**config.mk**
```make
export PLATFORM = sky130hd
export DESIGN_NAME = background_fetch_scheduler
export DESIGN_NICKNAME = d
export VERILOG_FILES = /design/src/rtl/bg_pkg.sv /design/src/rtl/bg_addr_gen.sv /design/src/rtl/background_fetch_scheduler.sv
export SDC_FILE = /design/constraint.sdc
export NUM_CORES = 1
export LEC_CHECK = 0
export BUFFER_PORTS_ARGS = -buffer_cell sky130_fd_sc_hd__buf_2
export CAP_MARGIN = 10
export CORE_MARGIN = 10
export CORE_UTILIZATION = 45
export CTS_CLUSTER_DIAMETER = 120
export DETAILED_ROUTE_END_ITERATION = 16
export PLACE_DENSITY = 0.74
export SLEW_MARGIN = 20
export SYNTH_ARGS = -nofsm -noshare
export SYNTH_HDL_FRONTEND = slang
export SYNTH_SLANG_ARGS = --single-unit
```
**constraint.sdc**
```tcl
create_clock -name clk -period 8.1 [get_ports clk]
set_input_delay 0.81 -clock clk [delete_from_list [all_inputs] [get_ports clk]]
set_output_delay 0.81 -clock clk [all_outputs]
set_load 0.1 [all_outputs]
```
**src/rtl/bg_pkg.sv**
```systemverilog
// Shared timing constants and BRAM-issuer tag type for the background fetch path.
package bg_pkg;

  localparam int unsigned H_TOTAL        = 800;  // pixel clocks per line
  localparam int unsigned V_TOTAL        = 525;  // lines per frame
  localparam int unsigned H_ACTIVE       = 640;  // visible pixels per line
  localparam int unsigned V_ACTIVE       = 480;  // visible lines
  localparam int unsigned WORDS_PER_LINE = 80;   // H_ACTIVE / 8

  // Who issued the BRAM read that is travelling down the latency pipeline.
  typedef enum logic [1:0] {
    TAG_NONE,
    TAG_FETCH,
    TAG_HOST
  } bram_tag_t;

endpackage

```
**src/rtl/bg_addr_gen.sv**
```systemverilog
// Background word address generator.
// Wraps (line + vertical scroll) into the visible rows and (word + horizontal scroll) into
// one line of words, then forms BASE_ADDR + row*80 + col.
// Ports:
//   line_i  - display line being fetched (0..V_ACTIVE-1)
//   word_i  - word index within that line (0..WORDS_PER_LINE-1)
//   sy_i    - latched vertical scroll in lines
//   sx_i    - latched horizontal scroll in words
//   addr_o  - BRAM word address
module bg_addr_gen import bg_pkg::*; #(
  parameter int unsigned ADDR_W    = 16,
  parameter int unsigned BASE_ADDR = 0
) (
  input  logic [9:0]        line_i,
  input  logic [6:0]        word_i,
  input  logic [8:0]        sy_i,
  input  logic [6:0]        sx_i,
  output logic [ADDR_W-1:0] addr_o
);

  logic [9:0]  row_sum;
  logic [9:0]  row;
  logic [7:0]  col_sum;
  logic [7:0]  col;
  logic [15:0] row_x80;

  always_comb begin
    row_sum = line_i + {1'b0, sy_i};
    row     = (row_sum >= 10'(V_ACTIVE)) ? row_sum - 10'(V_ACTIVE) : row_sum;
    col_sum = {1'b0, word_i} + {1'b0, sx_i};
    col     = (col_sum >= 8'(WORDS_PER_LINE)) ? col_sum - 8'(WORDS_PER_LINE) : col_sum;
    // row * 80 as two shifts, no multiplier
    row_x80 = ({6'd0, row} << 6) + ({6'd0, row} << 4);
    addr_o  = ADDR_W'(BASE_ADDR) + ADDR_W'(row_x80) + ADDR_W'(col);
  end

endmodule

```
**src/rtl/background_fetch_scheduler.sv**
```systemverilog
// Background frame-buffer fetch scheduler.
// Issues BRAM reads so background_data holds the word covering the current 8-pixel group,
// updated on the edge that ends DrawX%8==7. Host accesses use every BRAM cycle that display
// fetch leaves free; fetch always wins.
// Ports:
//   clk, reset            - pixel clock, synchronous active-high reset
//   DrawX, DrawY          - current raster position
//   scroll_x, scroll_y    - scroll request, latched at the start of vblank
//   background_data       - current background word (nibble n = pixel DrawX%8==n)
//   bram_*                - single BRAM port (read data READ_LAT cycles after issue)
//   host_req/we/addr/wdata- host request, held until host_gnt
//   host_gnt              - access issued to BRAM this cycle
//   host_rdata/rvalid     - read return, READ_LAT cycles after a granted read
module background_fetch_scheduler import bg_pkg::*; #(
  parameter int unsigned READ_LAT  = 2,
  parameter int unsigned ADDR_W    = 16,
  parameter int unsigned BASE_ADDR = 0
) (
  input  logic              clk,
  input  logic              reset,
  input  logic [9:0]        DrawX,
  input  logic [9:0]        DrawY,
  input  logic [6:0]        scroll_x,
  input  logic [8:0]        scroll_y,
  output logic [31:0]       background_data,
  output logic              bram_en,
  output logic              bram_we,
  output logic [ADDR_W-1:0] bram_addr,
  output logic [31:0]       bram_din,
  input  logic [31:0]       bram_dout,
  input  logic              host_req,
  input  logic              host_we,
  input  logic [ADDR_W-1:0] host_addr,
  input  logic [31:0]       host_wdata,
  output logic              host_gnt,
  output logic [31:0]       host_rdata,
  output logic              host_rvalid
);

  logic [6:0]        sx_q;
  logic [8:0]        sy_q;
  logic [9:0]        pos_ahead;
  logic [6:0]        grp_ahead;
  logic [9:0]        next_line;
  logic              inline_hit;
  logic              pre_hit;
  logic              fetch_d;
  logic              fetch_q;
  logic [9:0]        fetch_line;
  logic [6:0]        fetch_word;
  logic [ADDR_W-1:0] fetch_addr;
  logic [ADDR_W-1:0] fetch_addr_q;
  bram_tag_t         tag_q [READ_LAT];
  bram_tag_t         tag_out;
  bram_tag_t         issue_tag;
  logic [31:0]       bg_data_q;
  logic [31:0]       rdata_q;

  // Decode the slot one cycle ahead so the registered address lands on the slot cycle.
  // A slot at DrawX == 8k+7-READ_LAT is decided at DrawX+1+READ_LAT == 8k+7.
  always_comb begin
    pos_ahead  = DrawX + 10'(READ_LAT + 1);
    grp_ahead  = pos_ahead[9:3];
    next_line  = (DrawY == 10'(V_TOTAL - 1)) ? 10'd0 : DrawY + 10'd1;
    inline_hit = (DrawY < 10'(V_ACTIVE)) && (pos_ahead[2:0] == 3'd7) &&
                 (grp_ahead <= 7'(WORDS_PER_LINE - 2));
    pre_hit    = (DrawX == 10'(H_TOTAL - 2 - READ_LAT)) && (next_line < 10'(V_ACTIVE));
    fetch_d    = inline_hit || pre_hit;
    fetch_line = pre_hit ? next_line : DrawY;
    fetch_word = pre_hit ? 7'd0 : grp_ahead + 7'd1;
  end

  bg_addr_gen #(
    .ADDR_W   (ADDR_W),
    .BASE_ADDR(BASE_ADDR)
  ) u_addr_gen (
    .line_i(fetch_line),
    .word_i(fetch_word),
    .sy_i  (sy_q),
    .sx_i  (sx_q),
    .addr_o(fetch_addr)
  );

  always_ff @(posedge clk) begin
    if (reset) begin
      sx_q <= 7'd0;
      sy_q <= 9'd0;
    end else if (DrawX == 10'd0 && DrawY == 10'(V_ACTIVE)) begin
      sx_q <= (scroll_x < 7'(WORDS_PER_LINE)) ? scroll_x : 7'd0;
      sy_q <= (scroll_y < 9'(V_ACTIVE)) ? scroll_y : 9'd0;
    end
  end

  always_ff @(posedge clk) begin
    if (reset) begin
      fetch_q      <= 1'b0;
      fetch_addr_q <= '0;
    end else begin
      fetch_q      <= fetch_d;
      fetch_addr_q <= fetch_addr;
    end
  end

  // Host is granted combinationally in any cycle that is not a fetch slot.
  always_comb begin
    host_gnt  = !reset && host_req && !fetch_q;
    bram_en   = !reset && (fetch_q || host_req);
    bram_we   = host_gnt && host_we;
    bram_addr = fetch_q ? fetch_addr_q : (host_gnt ? host_addr : '0);
    bram_din  = host_gnt ? host_wdata : 32'd0;
    issue_tag = fetch_q ? TAG_FETCH : ((host_gnt && !host_we) ? TAG_HOST : TAG_NONE);
  end

  always_ff @(posedge clk) begin
    if (reset) begin
      for (int i = 0; i < int'(READ_LAT); i++) tag_q[i] <= TAG_NONE;
    end else begin
      tag_q[0] <= issue_tag;
      for (int i = 1; i < int'(READ_LAT); i++) tag_q[i] <= tag_q[i-1];
    end
  end

  assign tag_out = tag_q[READ_LAT-1];

  always_ff @(posedge clk) begin
    if (reset) begin
      bg_data_q <= 32'd0;
      rdata_q   <= 32'd0;
    end else begin
      if (tag_out == TAG_FETCH) bg_data_q <= bram_dout;
      if (tag_out == TAG_HOST)  rdata_q   <= bram_dout;
    end
  end

  always_comb begin
    background_data = bg_data_q;
    host_rvalid     = (tag_out == TAG_HOST);
    host_rdata      = host_rvalid ? bram_dout : rdata_q;
  end

endmodule

```
==> results of run 1 <==
==> path summary, 6_finish.rpt <==
check,endpoint,slack (ns),from,depth (start not counted)
worst max register to register,fetch_addr_q[15],2.98,sx_q[0],19
worst max-delay path,fetch_addr_q[15],0.85,DrawY[0],28
worst min-delay path,tag_q[0][2],0.44,tag_q[0][0],1
worst min register to register,tag_q[0][2],0.44,tag_q[0][0],1
==> critical path, stage by stage <==
cell and delay [ns]:
buf_2 0.16, ha_1 0.22, nand3_1 0.16, or3_1 0.36, a221oi_1 0.51, or3_1 0.54, and2_1 0.26, ha_1 0.24
a21o_1 0.15, a21oi_1 0.21, o21bai_1 0.09, a21oi_1 0.21, xnor2_1 0.19, inv_1 0.10, ha_1 0.14, nand3_1 0.06
nor2_1 0.17, or4b_1 0.45, a21oi_1 0.22, fa_1 0.45, ha_1 0.32, nor2b_1 0.18, o21ai_0 0.13, a21boi_0 0.41
o211ai_1 0.16, a21oi_1 0.21, nor3_1 0.07, mux2_1 0.30
==> cells in the mapped netlist, drive strengths merged, types with 2 or more instances <==
| master | n | area [µm²] |
|---|---|---|
| nand3 | 21 | 105 |
| nor3 | 9 | 45.0 |
| fa | 5 | 100 |
| nor2b | 51 | 319 |
| nor4 | 6 | 37.5 |
| nor2 | 31 | 116 |
| nand3b | 3 | 22.5 |
| a21o | 7 | 52.6 |
| xor2 | 10 | 95.1 |
| inv | 24 | 90.1 |
| o2111ai | 2 | 17.5 |
| mux2i | 3 | 30.0 |
| mux2 | 35 | 394 |
| buf | 6 | 25.0 |
| dfxtp | 101 | 2020 |
| or4b | 2 | 20.0 |
| or3 | 3 | 18.8 |
| nor3b | 3 | 22.5 |
| o21bai | 5 | 37.5 |
| a21oi | 67 | 335 |
| nand2b | 8 | 50.1 |
| o21ai | 18 | 90.1 |
| a22o | 16 | 140 |
| xnor2 | 19 | 166 |
| and2 | 37 | 231 |
| clkbuf | 31 | 116 |
| o211ai | 8 | 60.1 |
| o21a | 5 | 37.5 |
| nand4 | 6 | 37.5 |
| a211oi | 2 | 15.0 |
| or4 | 6 | 45.0 |
| o31ai | 4 | 43.8 |
| ha | 38 | 475 |
| a31oi | 5 | 31.3 |
| nand2 | 104 | 390 |
| a22oi | 2 | 15.0 |
==> sequential cells by signal (all words and copies together), names as in the netlist <==
name,count
sy_q,9
fetch_addr_q,16
tag_q,4
sx_q,7
rdata_q,32
background_data,32
fetch_q,1
==> metrics by stage <==
step	cell area (µm²)	hold WS, ns
6_report	7580	0.442
5_1_grt	7580	0.462
4_1_cts	7580	0.447
3_5_place_dp	7300	0.429
3_3_place_gp	7300	0.418
2_1_floorplan	5990	0.414
==> area by class of cell <==
| class | instances | area [µm²] | share of cell area [%] |
|---|---|---|---|
| Multi-Input combinational cell | 556 | 3750 | 49.4 |
| Sequential cell | 101 | 2020 | 26.7 |
| Inverter | 24 | 90.1 | 1.19 |
| Tap cell | 176 | 220 | 2.90 |
| Clock buffer | 9 | 225 | 2.97 |
| Clock inverter | 7 | 57.6 | 0.759 |
| Timing Repair Buffer | 241 | 1220 | 16.1 |
==> layer usage <==
layer / vias to the layer above / track usage [%] / part of all wire, % / routed length, µm
met4: 0 / 5.56 / 1.2 / 204
met5: - / 0 / 0 / 0
met3: 12 / 4.86 / 7.8 / 1360
met2: 198 / 29.7 / 47 / 8160
li1: 2921 / - / - / -
met1: 2562 / 22.8 / 44 / 7800
==> logic make-up after synthesis <==
| group | share of synthesized area, % |
|---|---|
| AO/OA/AOI/OAI | 16.3 |
| XOR/XNOR | 4.37 |
| adder cells (fa/ha/maj) | 9.78 |
| buffers and inverters | 3.87 |
| flip-flops | 33.8 |
| multiplexers | 7.09 |
| AND/OR/NAND/NOR | 24.8 |
==> where the power goes <==
| part | switching (mW) | internal, mW | total [mW] | leakage (nW) |
|---|---|---|---|---|
| Sequential | 0.00719 | 0.515 | 0.522 | 0.819 |
| Combinational | 0.243 | 0.106 | 0.349 | 2.63 |
| Clock | 0.194 | 0.212 | 0.406 | 0.134 |
==> results.json, run 1 <==
{
  "num_io_pins": 236,
  "power_mw": 1.28,
  "required_ns": 8.33,
  "ys_ff_latch": 101,
  "leakage_nw": 3.58,
  "grt_usage_pct": 18.1,
  "drive_above_1_share_pct": 31.7,
  "post_drt_wl_per_cell_um": 15.7,
  "cts_tree": "yes",
  "start_util_pct": 45.6,
  "startpoint_type": "input port",
  "yosysWarnings": 0,
  "cts-buffers-inserted": 9,
  "ys.flop_type": "dfxtp_1",
  "cts_resized": 0,
  "synth_nets": 881,
  "setup_slack_ns": 0.851,
  "finalSetupViolations": 0,
  "final_common_cell": "buf_2",
  "finalHoldViolCount": 0,
  "route.detailed.drc": 0,
  "first_iter_violations": 239,
  "syn-mean-instance-area_um2": 8.34,
  "viasPerCell": 5.11,
  "final_cell_mix": "buf_2 (234), nand2_1 (104), dfxtp_1 (101), a21oi_1 (67), nor2b_1 (50)",
  "diodes": 0,
  "worst-setup-path-type": "input port to register",
  "port_buffers": 235,
  "cts_setup_buffers": 0,
  "antenna_found_initial": 0,
  "synth_area_um2": 5990,
  "antenna_left": 0,
  "first_global_vias": 5419,
  "maxCapViolCount": 0,
  "core-area_um2": 13100,
  "overflow": 0,
  "drt-total-wl_um": 17500,
  "ir_drop_mv": 0.0918,
  "cts.sink_count": 101,
  "rsz0062_at_grt": "no",
  "path_clk_slew_ns": 0.07,
  "htreeDepth": 3,
  "dieArea_um2": 18300,
  "slew_viol_final": 0,
  "drtPass1Iterations": 4,
  "fmax_mhz": 138,
  "clkLatencyLatePin_ns": 0.35,
  "crit_path_max_fanout": 20,
  "synth_cell_type_count": 56,
  "synthToLayoutAreaGrowth_pct": 26.7,
  "worstMarginPinSlew_ns": 1.10,
  "cts-root-buf": "clkbuf_16",
  "synth_edf_count": 0,
  "async_flop_share_pct": 0,
  "clockBufferDepth": 2,
  "ys_seq_area_share_pct": 33.8,
  "die_h_um": 135,
  "fin_crit_sh_pct": 89.5,
  "cp.arrival_ns": 7.48,
  "fin_nets": 1096,
  "grt_pass1_wl_um": 27300,
  "syn_inst": 718,
  "post-place-ws_ns": 0.545,
  "rows": 42,
  "fin_cells": 1114,
  "min_period_ns": 7.25,
  "setup_tns_ns": 0,
  "ctsHoldBuffers": 0,
  "routabilityCongestion": 0.889,
  "num_vias": 5693,
  "fillers": 1223,
  "min_path_type": "register to register",
  "relSlewSlack_pct": 26.1,
  "fin_util_pct": 57.7,
  "grt_max_degree": 54,
  "dp_hpwl_um": 14100,
  "cp-end-kind": "register",
  "place_inst": 1098,
  "die_x_um": 135,
  "fin_skew_ns": 0.0100,
  "power.density_nw_per_um2": 168,
  "outcome": "completed"
}
Power figures use the tool's default switching activity.
==> inputs of run 2 (changes only) <==
==> constraint.sdc (replaced) <==
create_clock -name clk -period 9.3 [get_ports clk]
set_input_delay 0.93 -clock clk [delete_from_list [all_inputs] [get_ports clk]]
set_output_delay 0.93 -clock clk [all_outputs]
set_load 0.1 [all_outputs]
==> run 2 against run 1 <==
  * Final cell count is the same
  * Largest cell class unchanged
  * Total power down 12%
  * Sequential power fell by 13%
  * Critical endpoint unchanged
  * Critical path type unchanged
==> results.json, run 2 (synthesis results as in run 1) <==
{
  "outcome": "completed",
  "die_x_um": 135,
  "maxCapViolCount": 0,
  "place_inst": 1098,
  "grt_pass1_wl_um": 27400,
  "drtPass1Iterations": 4,
  "grt_max_degree": 54,
  "ir_drop_mv": 0.0980,
  "cts.sink_count": 101,
  "seqCellArea_um2": 2020,
  "startpoint_type": "input port",
  "ctsHoldBuffers": 0,
  "diodes": 0,
  "cts-buffers-inserted": 9,
  "fmax_mhz": 135,
  "slowest_delay_ns": 0.63,
  "crit_path_max_fanout": 20,
  "viasPerCell": 5.16,
  "relSlewSlack_pct": 45.7,
  "setup_tns_ns": 0,
  "first_global_vias": 5383,
  "slew_viol_final": 0,
  "drt-total-wl_um": 17400,
  "cts_resized": 0,
  "start_util_pct": 45.6,
  "rows": 42,
  "final_common_cell": "buf_2",
  "dieArea_um2": 18300,
  "cp-end-kind": "register",
  "antenna_found_initial": 0,
  "fin_util_pct": 57.9,
  "finalSetupViolations": 0,
  "leakage_nw": 3.59,
  "cp.arrival_ns": 7.62,
  "final_cell_mix": "buf_2 (234), nand2_1 (104), dfxtp_1 (101), a21oi_1 (67), nor2b_1 (50)",
  "fin_cells": 1114,
  "core-area_um2": 13100,
  "required_ns": 9.53,
  "cts_setup_buffers": 0,
  "multi_input_area_um2": 3750,
  "dp_hpwl_um": 13900,
  "fillers": 1227,
  "power.density_nw_per_um2": 149,
  "slowest_stage": "or3_1",
  "cts_tree": "yes",
  "worstMarginPinSlew_ns": 0.813,
  "synthToLayoutAreaGrowth_pct": 27.1,
  "grt_usage_pct": 18.1,
  "min_path_type": "register to register",
  "finalHoldViolCount": 0,
  "rsz0062_at_grt": "no",
  "fin_crit_sh_pct": 79.4,
  "port_buffers": 235,
  "dpl-instance-area_um2": 7300,
  "post_drt_wl_per_cell_um": 15.6,
  "routabilityCongestion": 0.887,
  "cts-root-buf": "clkbuf_16",
  "drive_above_1_share_pct": 31.7,
  "final_cell_area_um2": 7610,
  "path_clk_slew_ns": 0.07,
  "die_h_um": 135,
  "route.detailed.drc": 0,
  "num_vias": 5746,
  "min_period_ns": 7.38,
  "worst-setup-path-type": "input port to register",
  "htreeDepth": 3,
  "antenna_left": 0,
  "crit_chain": "buf_2, or2_1, or4_1, a2111o_1, or3_1, or4_1, nand2_1, ha_1, a21o_1, a31oi_1, nand3_1, a311oi_1, o211ai_1, nand2_1, mux2_1, ha_1, ha_1, or4_1, o211ai_1, a21oi_1, o21ba_2, mux2_1",
  "fin_nets": 1096,
  "num_io_pins": 236,
  "fin_skew_ns": 0.00865,
  "first_iter_violations": 237,
  "clockBufferDepth": 2,
  "power_mw": 1.13,
  "overflow": 0,
  "clkLatencyLatePin_ns": 0.35
}
run 2: changes by cell type in the layout (fill, tap and decap cells not counted):
cell and delta:
nor3b_2 -1, nor3b_4 +1, clkinv_2 -1, clkinv_8 +1, inv_6 +2, clkbuf_8 +1, clkinvlp_4 -1, clkinv_4 -2
run 2: path summary, 6_finish.rpt:
path,startpoint,slack [ns],to,depth (start not counted)
max,DrawX[0],1.92,fetch_addr_q[15],22
min,tag_q[0][1],0.44,tag_q[0][3],1
max reg2reg,sx_q[0],4.28,fetch_addr_q[15],19
min reg2reg,tag_q[0][1],0.44,tag_q[0][3],1
run 2: report_power, final:
group / leakage [nW] / switching [mW] / internal (mW)
Clock: 0.145 / 0.178 / 0.196
Combinational: 2.63 / 0.210 / 0.0918
Sequential: 0.819 / 0.00639 / 0.448
run 2: per-stage QoR:
stage | worst slack [ns] | hold slack (ns)
floorplan | 2.35 | 0.414
global placement | 1.80 | 0.419
detailed placement | 1.65 | 0.435
CTS | 2.00 | 0.442
global route | 1.23 | 0.461
finish | 1.92 | 0.438
run 2: cell type report:
cell class                      instances  share of cell area, %
Clock inverter                          6                  0.806
Multi-Input combinational cell        556                   49.3
Clock buffer                           10                   3.14
Timing Repair Buffer                  241                   16.1
Tap cell                              176                   2.89
Inverter                               24                   1.18
Sequential cell                       101                   26.6
run 2: layer usage:
metal	wire, µm	up-vias	track usage [%]
li1	-	2926	-
met1	7880	2618	23.6
met2	8040	187	29.3
met3	1260	15	4.38
met4	225	0	5.08
met5	0	-	0
run 2: critical path: cells and delay by family:
family                   cells  cell delay [ns]
multiplexers                 2             0.65
buffers and inverters        1             0.10
AO/OA/AOI/OAI                8             2.26
AND/OR/NAND/NOR              8             2.85
adder cells (fa/ha/maj)      3             0.83
